### config.mk
export PLATFORM = sky130hd
export DESIGN_NAME = acq_sequencer
export DESIGN_NICKNAME = d
export VERILOG_FILES = /design/src/rtl/acq_sequencer.sv
export SDC_FILE = /design/constraint.sdc
export NUM_CORES = 1
export LEC_CHECK = 0
export ABC_CLOCK_PERIOD_IN_PS = 4200
export BUFFER_PORTS_ARGS = -buffer_cell sky130_fd_sc_hd__buf_2
export CAP_MARGIN = 10
export CORE_MARGIN = 1
export CORE_UTILIZATION = 40
export CTS_CLUSTER_SIZE = 12
export DETAILED_ROUTE_END_ITERATION = 12
export SYNTH_ARGS = -nofsm -noshare
export SYNTH_HDL_FRONTEND = slang
export SYNTH_SLANG_ARGS = --single-unit
### constraint.sdc
create_clock -name clk -period 4.2 [get_ports clk]
set_clock_uncertainty 0.05 [all_clocks]
set_input_delay 1.05 -clock clk [delete_from_list [all_inputs] [get_ports clk]]
set_output_delay 1.05 -clock clk [all_outputs]
set_load 0.02 [all_outputs]
### src/rtl/acq_sequencer.sv
// rtl/acq_sequencer.sv - start/stop run controller for the timetagger capture datapath
// All outputs are registered from next-state so they align with the state they describe.
module acq_sequencer #(
  parameter int STROBE_CH    = 4,
  parameter int DELTA_CH     = 4,
  parameter int RESET_CYCLES = 4,
  parameter int DUR_W        = 32
) (
  input  logic                 clk,
  input  logic                 reset_n,
  input  logic                 cmd_start,
  input  logic                 cmd_stop,
  input  logic [STROBE_CH-1:0] strobe_mask_in,
  input  logic [DELTA_CH-1:0]  delta_mask_in,
  input  logic [DUR_W-1:0]     duration,
  input  logic                 drain_idle,
  output logic [STROBE_CH-1:0] strobe_en,
  output logic [DELTA_CH-1:0]  delta_en,
  output logic                 counter_reset,
  output logic                 counter_run,
  output logic                 running,
  output logic                 busy,
  output logic                 done,
  output logic [DUR_W-1:0]     elapsed
);

  typedef enum logic [2:0] {
    S_IDLE, S_QUIESCE, S_RESET, S_RUN, S_DRAIN
  } state_e;

  localparam logic [7:0]       RST_LAST = 8'(RESET_CYCLES - 1);
  localparam logic [DUR_W-1:0] DUR_ONE  = {{(DUR_W-1){1'b0}}, 1'b1};

  state_e               state_q, state_d;
  logic [STROBE_CH-1:0] smask_q, smask_d, strobe_en_q, strobe_en_d;
  logic [DELTA_CH-1:0]  dmask_q, dmask_d, delta_en_q, delta_en_d;
  logic [DUR_W-1:0]     dur_q, dur_d, elapsed_q, elapsed_d;
  logic [7:0]           rst_cnt_q, rst_cnt_d;
  logic                 creset_q, creset_d, crun_q, crun_d;
  logic                 busy_q, busy_d, done_q, done_d;
  logic                 expire;

  always_comb begin
    state_d   = state_q;
    smask_d   = smask_q;
    dmask_d   = dmask_q;
    dur_d     = dur_q;
    elapsed_d = elapsed_q;
    rst_cnt_d = '0;
    // Timed expiry only considered for a bounded run
    expire    = (dur_q != '0) && (elapsed_q == (dur_q - DUR_ONE));

    case (state_q)
      S_IDLE: if (cmd_start && !cmd_stop) begin
        state_d = S_QUIESCE;
        smask_d = strobe_mask_in;
        dmask_d = delta_mask_in;
        dur_d   = duration;
      end
      S_QUIESCE: begin
        if (cmd_stop)        state_d = S_DRAIN;
        else if (drain_idle) state_d = S_RESET;
      end
      S_RESET: begin
        rst_cnt_d = rst_cnt_q + 8'd1;
        if (cmd_stop)                   state_d = S_DRAIN;
        else if (rst_cnt_q == RST_LAST) state_d = S_RUN;
      end
      S_RUN: if (cmd_stop || expire) state_d = S_DRAIN;
      S_DRAIN: if (drain_idle) state_d = S_IDLE;
      default: state_d = S_IDLE;
    endcase

    if (state_d == S_RESET && state_q != S_RESET) begin
      elapsed_d = '0;
    end else if (state_q == S_RUN && state_d == S_RUN && elapsed_q != '1) begin
      elapsed_d = elapsed_q + DUR_ONE;
    end

    strobe_en_d = (state_d == S_RUN) ? smask_q : '0;
    delta_en_d  = (state_d == S_RUN) ? dmask_q : '0;
    creset_d    = (state_d == S_RESET);
    crun_d      = (state_d == S_RUN);
    busy_d      = (state_d != S_IDLE);
    done_d      = (state_q == S_DRAIN) && (state_d == S_IDLE);
  end

  always_ff @(posedge clk) begin
    if (!reset_n) begin
      state_q     <= S_IDLE;
      smask_q     <= '0;
      dmask_q     <= '0;
      dur_q       <= '0;
      elapsed_q   <= '0;
      rst_cnt_q   <= '0;
      strobe_en_q <= '0;
      delta_en_q  <= '0;
      creset_q    <= 1'b0;
      crun_q      <= 1'b0;
      busy_q      <= 1'b0;
      done_q      <= 1'b0;
    end else begin
      state_q     <= state_d;
      smask_q     <= smask_d;
      dmask_q     <= dmask_d;
      dur_q       <= dur_d;
      elapsed_q   <= elapsed_d;
      rst_cnt_q   <= rst_cnt_d;
      strobe_en_q <= strobe_en_d;
      delta_en_q  <= delta_en_d;
      creset_q    <= creset_d;
      crun_q      <= crun_d;
      busy_q      <= busy_d;
      done_q      <= done_d;
    end
  end

  assign strobe_en     = strobe_en_q;
  assign delta_en      = delta_en_q;
  assign counter_reset = creset_q;
  assign counter_run   = crun_q;
  assign running       = crun_q;
  assign busy          = busy_q;
  assign done          = done_q;
  assign elapsed       = elapsed_q;

endmodule

==> flow_metrics.py, run 1 <==
metrics = {
    "cells_and_area": {
        "syn_to_final_growth_pct": 15.4,
        "drive_above_1_share": 0.176,
        "layout_commonest_cell": "nand2_1",
        "num-fill-cells": 1278,
        "final_core_util": 0.476,
        "num_antenna_cells": 0,
        "fin_nets": 775,
        "final_cell_mix": "98 x nand2_1, 95 x dfxtp_1, 89 x buf_2",
    },
    "synthesis": {
        "muxShareOfSynthArea": 0.00191,
        "yosys.area_share.adder": 0.00957,
        "synth_edf_count": 0,
        "synth_simple_gate_area_share": 0.328,
        "synth_cells": 664,
        "synth_compound_area_frac": 0.171,
        "synthXorXnorAreaFrac": 0.0704,
        "yosysUniqueCellTypes": 62,
        "syn-cell-area_mm2": 0.00523,
        "synth_top_family_by_area": "simple AND/OR/NAND/NOR gates",
        "ys_warn_count": 0,
        "synth_nets": 713,
        "seq_area_frac_synth": 0.364,
        "avgSynthCellArea_um2": 7.87,
        "ys.flop_type": "dfxtp_1",
        "ys_async_sr_fraction": 0,
        "ys_ff_latch": 95,
    },
    "drt": {
        "dr_total_vias": 5069,
        "avgViaCountPerCell": 5.61,
        "drc": 0,
        "drt_pass1_iterations": 6,
        "wl_um": 14000,
        "first_iter_violations": 304,
        "wire_per_inst_um": 15.5,
        "drtAntennaViolNets": 0,
    },
    "place": {
        "gp_congestion": 0.927,
        "hpwl_um": 10300,
        "portBuffers": 89,
    },
    "global_routing": {
        "grt_usage": 0.218,
        "grt_overflow": 0,
        "grt_pass1_wl_um": 22900,
        "antenna_found_initial": 0,
        "grt_max_degree": 65,
        "first_global_vias": 4638,
    },
    "die": {
        "core.rowCount": 41,
        "die-area_mm2": 0.0135,
        "die_h_um": 116,
        "start_util": 0.413,
        "pin_count": 90,
        "coreArea_mm2": 0.0127,
        "die_width_um": 116,
    },
    "power": {
        "irDropWorstVdd_mv": 0.202,
        "p_per_area_mw_per_mm2": 346,
        "p_leak_uw": 0.00233,
        "power_uw": 2090,
    },
    "worst_setup_path": {
        "critPathKind": "flip-flop to flip-flop",
        "crit_arrival_ns": 3.82,
        "critPathLaunchType": "flip-flop",
        "cp-end-kind": "flip-flop",
        "cp_data_required_time_ns": 4.44,
        "cp_max_fo": 64,
    },
    "timing": {
        "fmax_mhz": 279,
        "finalCritPeriodShare": 0.853,
        "whs_ns": 0.387,
        "rsz0062_at_grt": "no",
        "finalCriticalPeriod_ns": 3.58,
        "hold_violations": 0,
        "setup_tns_ns": 0,
        "maxSlewHeadroom": 0.291,
        "worstMarginPinSlew_ns": 1.06,
        "drv_slew": 0,
        "setup_violations": 0,
    },
    "cts": {
        "clk_latency_ns": 0.36,
        "cts_tree": "yes",
        "cts_buffer_depth": 2,
        "cts.htree.levels": 3,
        "cts_root_buf": "clkbuf_16",
        "post_cts_resized": 0,
        "cts_setup_buffers": 0,
        "hold_buffers": 0,
        "clk_pin_slew_ns": 0.07,
        "cts_buffers": 9,
        "cts_sinks": 95,
    },
    "status": {
        "status": "finished, final reports clean",
    },
    "hold_path": {
        "holdCritPathClass": "flip-flop to flip-flop",
    },
    "flow_run": {
        "drv_cap": 0,
    },
}
==> through the flow <==
stage	area [µm²]	instances	worst slack, ns
4_1_cts	6030	903	0.689
3_5_place_dp	5730	887	0.755
5_1_grt	6030	903	0.347
6_report	6030	903	0.617
3_3_place_gp	5730	887	0.849
2_1_floorplan	5230	664	1.11
==> metal layers <==
layer	up-vias	track usage	share of wire
met3	25	0.0457	0.056
met5	-	0	0
met1	2369	0.286	0.46
met2	138	0.361	0.47
li1	2537	-	-
met4	0	0.0641	0.014
==> power breakdown <==
group / leakage, µW / total (µW) / switching, µW / internal [µW]
combinational: 0.00142 / 294 / 168 / 126
clock: 0.000140 / 839 / 370 / 468
sequential: 0.000770 / 954 / 32.9 / 921
==> worst max-delay path: stages (launching register included) <==
cell,delay (ns)
dfxtp_1,0.38
inv_1,0.11
ha_1,0.23
nor3b_1,0.49
nand4_1,0.30
or3_1,0.43
a211oi_1,0.23
and4_1,0.32
and4_4,0.62
o21ai_0,0.20
a21oi_1,0.14
==> layout make-up <==
class,instances,area [µm²],area share
multi-input combinational,508,3050,0.506
sequential,95,1900,0.315
timing repair buffer,95,490,0.0813
clock buffer,9,225,0.0373
tap,172,215,0.0357
clock inverter,7,81.3,0.0135
inverter,17,63.8,0.0106
==> kinds of logic after synthesis <==
family | count (synthesis)
simple gates | 309
fa+ha+maj | 4
xor+xnor | 42
buf+inv | 61
mux | 1
compound gates | 152
flops | 95
==> synth_stat cells, drive strengths merged (16+ instances only) <==
cell    instances  area (µm²)
and3           16         100
a21oi          79         395
xnor2          19         166
nand3          31         168
nand4          22         138
nand2          98         368
nor3           16        85.1
clkbuf         27         104
or3            25         156
buf            17         118
xor2           23         201
nor4           21         193
nor2           29         109
o21ai          29         145
dfxtp          95        1900
inv            16        60.1
or4            16         124
==> flip-flops by register name (all words and copies together), names as in the netlist <==
name,cells
dur_q,32
state_q,3
busy,1
dmask_q,4
delta_en,4
elapsed,32
rst_cnt_q,8
strobe_en,4
done,1
counter_reset,1
counter_run,1
smask_q,4
==> final timing paths <==
path         slack [ns]  cells after the start        from           to
max                0.62                     10    dur_q[0]  elapsed[19]
min reg2reg        0.39                      2  dmask_q[2]  delta_en[2]
min                0.39                      2  dmask_q[2]  delta_en[2]
max reg2reg        0.62                     10    dur_q[0]  elapsed[19]
Power figures use the tool's default switching activity.
==> run 2: changes to the inputs <==
--- a/config.mk
+++ b/config.mk
@@ -5,7 +5,7 @@
 export SDC_FILE = /design/constraint.sdc
 export NUM_CORES = 1
 export LEC_CHECK = 0
-export ABC_CLOCK_PERIOD_IN_PS = 4200
+export ABC_CLOCK_PERIOD_IN_PS = 3400
 export BUFFER_PORTS_ARGS = -buffer_cell sky130_fd_sc_hd__buf_2
 export CAP_MARGIN = 10
 export CORE_MARGIN = 1
==> constraint.sdc (replaced) <==
create_clock -name clk -period 3.4 [get_ports clk]
set_clock_uncertainty 0.05 [all_clocks]
set_input_delay 0.85 -clock clk [delete_from_list [all_inputs] [get_ports clk]]
set_output_delay 0.85 -clock clk [all_outputs]
set_load 0.02 [all_outputs]
==> run 2 against run 1 <==
Critical endpoint is now elapsed[25]; worst setup slack worse by 0.51 ns; largest power group unchanged; cell count is 1.4% higher; die area stayed put; hold slack worse by 0.0012 ns.
==> flow_metrics.py, run 2 (synthesized netlist as in run 1, its figures left out) <==
metrics = {
    "status": {
        "status": "finished, final reports clean",
    },
    "cts": {
        "cts.htree.levels": 3,
        "clk_latency_ns": 0.36,
        "cts_buffers": 9,
        "cts_root_buf": "clkbuf_16",
        "cts_tree": "yes",
        "clk_pin_slew_ns": 0.07,
        "cts_buffer_depth": 2,
        "cts_sinks": 95,
    },
    "worst_setup_path": {
        "crit_top_cell": "or4_1",
        "critPathLaunchType": "flip-flop",
        "cp_data_required_time_ns": 3.64,
        "critPathBufInv": 1,
        "cp-end-kind": "flip-flop",
        "path_delay_family": "simple AND/OR/NAND/NOR gates",
        "reg2reg_from": "dur_q[4]",
        "path_cells": "or4_1 > nor4_1 > a22oi_1 > and4_2 > and4_4 > buf_12 > or4_1 > a21oi_1",
        "reg2reg_slack_ns": 0.11,
        "cpPeakStageDelay_ns": 0.62,
        "crit_arrival_ns": 3.53,
        "cp_max_fo": 48,
        "rr_worst_depth": 8,
        "critPathKind": "flip-flop to flip-flop",
        "r2r_end": "elapsed[25]",
        "critical_path_depth": 8,
        "cp_slowest_cell": "or4_1",
    },
    "timing": {
        "hold_violations": 0,
        "finalCritPeriodShare": 0.968,
        "drv_slew": 0,
        "maxSlewHeadroom": 0.554,
        "fmax_mhz": 304,
        "rsz0062_at_grt": "no",
        "setup_violations": 0,
        "worstMarginPinSlew_ns": 0.663,
        "setup_tns_ns": 0,
        "finalCriticalPeriod_ns": 3.29,
    },
    "drt": {
        "first_iter_violations": 269,
        "drtAntennaViolNets": 0,
        "dr_total_vias": 5167,
        "drc": 0,
        "wire_per_inst_um": 15.9,
        "avgViaCountPerCell": 5.64,
        "drt_pass1_iterations": 5,
        "wl_um": 14600,
    },
    "flow_run": {
        "drv_cap": 0,
    },
    "cells_and_area": {
        "final_cell_mix": "98 x nand2_1, 95 x dfxtp_1, 89 x buf_2",
        "fin_nets": 788,
        "drive_above_1_share": 0.194,
        "syn_to_final_growth_pct": 17.5,
        "layout_commonest_cell": "nand2_1",
        "multi_input_area_mm2": 0.00306,
        "num_antenna_cells": 0,
        "num-fill-cells": 1353,
        "seqCellArea_mm2": 0.00190,
        "fin_cells": 916,
    },
    "die": {
        "die_h_um": 116,
        "coreArea_mm2": 0.0127,
        "die_width_um": 116,
        "core.rowCount": 41,
        "start_util": 0.413,
        "die-area_mm2": 0.0135,
        "pin_count": 90,
    },
    "global_routing": {
        "antenna_found_initial": 0,
        "grt_pass1_wl_um": 23700,
        "grt_max_degree": 49,
        "first_global_vias": 4794,
        "grt_overflow": 0,
        "grt_usage": 0.228,
    },
    "hold_path": {
        "whs_path_depth": 2,
        "holdCritPathClass": "flip-flop to flip-flop",
        "min_from": "smask_q[3]",
        "holdPathEnd": "strobe_en[3]",
    },
    "place": {
        "hpwl_um": 10700,
        "dp.cells": 899,
        "portBuffers": 89,
        "gp_congestion": 0.880,
    },
    "power": {
        "p_leak_uw": 0.00239,
        "p_per_area_mw_per_mm2": 419,
        "irDropWorstVdd_mv": 0.272,
    },
}
==> run 2: changes by cell type in the layout (fill, tap and decap cells not counted), sizes merged <==
cell	change
bufinv	-1
clkinvlp	-1
inv	+3
clkinv	-1
buf	+13
==> run 2: per-layer routing <==
| metal | wire length, µm | up-vias | track usage |
|---|---|---|---|
| met4 | 331 | 0 | 0.0932 |
| met3 | 754 | 25 | 0.0514 |
| met5 | 0 | - | 0 |
| met2 | 6850 | 132 | 0.367 |
| met1 | 6670 | 2429 | 0.294 |
| li1 | - | 2581 | - |
==> run 2: timing repair <==
action / CTS / global route
hold buffers: 0 / 0
setup endpoints to repair: 0 / 26
resized for setup: 0 / 2
endpoints found under the hold margin: 0 / 0
setup buffers: 0 / 1
==> run 2: layout make-up <==
cell class / count / area share
multi-input combinational: 508 / 0.498
timing repair buffer: 108 / 0.0998
tap: 172 / 0.0350
clock buffer: 9 / 0.0367
clock inverter: 7 / 0.0104
sequential: 95 / 0.310
inverter: 17 / 0.0104
==> run 2: worst max-delay path by stage <==
| stage | from | end | slack [ns] |
|---|---|---|---|
| 2_1_floorplan | dur_q[0] | elapsed[1] | 0.31 |
| 3_3_place_gp | dur_q[4] | elapsed[12] | 0.22 |
| 3_5_place_dp | dur_q[0] | elapsed[19] | 0.14 |
| 4_1_cts | dur_q[0] | elapsed[19] | 0.1 |
| 5_1_grt | dur_q[4] | elapsed[19] | 0.02 |
| 6_report | dur_q[4] | elapsed[25] | 0.11 |
==> run 2: worst min-delay path: stages, from the launching register on <==
cell	delay, ns
dfxtp_1	0.31
inv_1	0.05
nor3_1	0.04
==> run 2: power breakdown <==
| group | total (µW) | switching, µW | internal [µW] |
|---|---|---|---|
| logic | 392 | 220 | 172 |
| registers | 1180 | 38.6 | 1140 |
| clock network | 1010 | 492 | 514 |
| total | 2570 | 750 | 1820 |
==> run 2: metrics by stage <==
step	power (µW)	worst slack [ns]	util	hold slack [ns]	cell area, µm²
3_3_place_gp	1580	0.216	0.461	0.377	5840
2_1_floorplan	1470	0.314	-	0.366	5230
6_report	2570	0.110	0.485	0.386	6140
5_1_grt	2690	0.0165	0.485	0.408	6140
3_5_place_dp	1590	0.143	0.461	0.376	5840
4_1_cts	2590	0.0956	0.484	0.388	6130
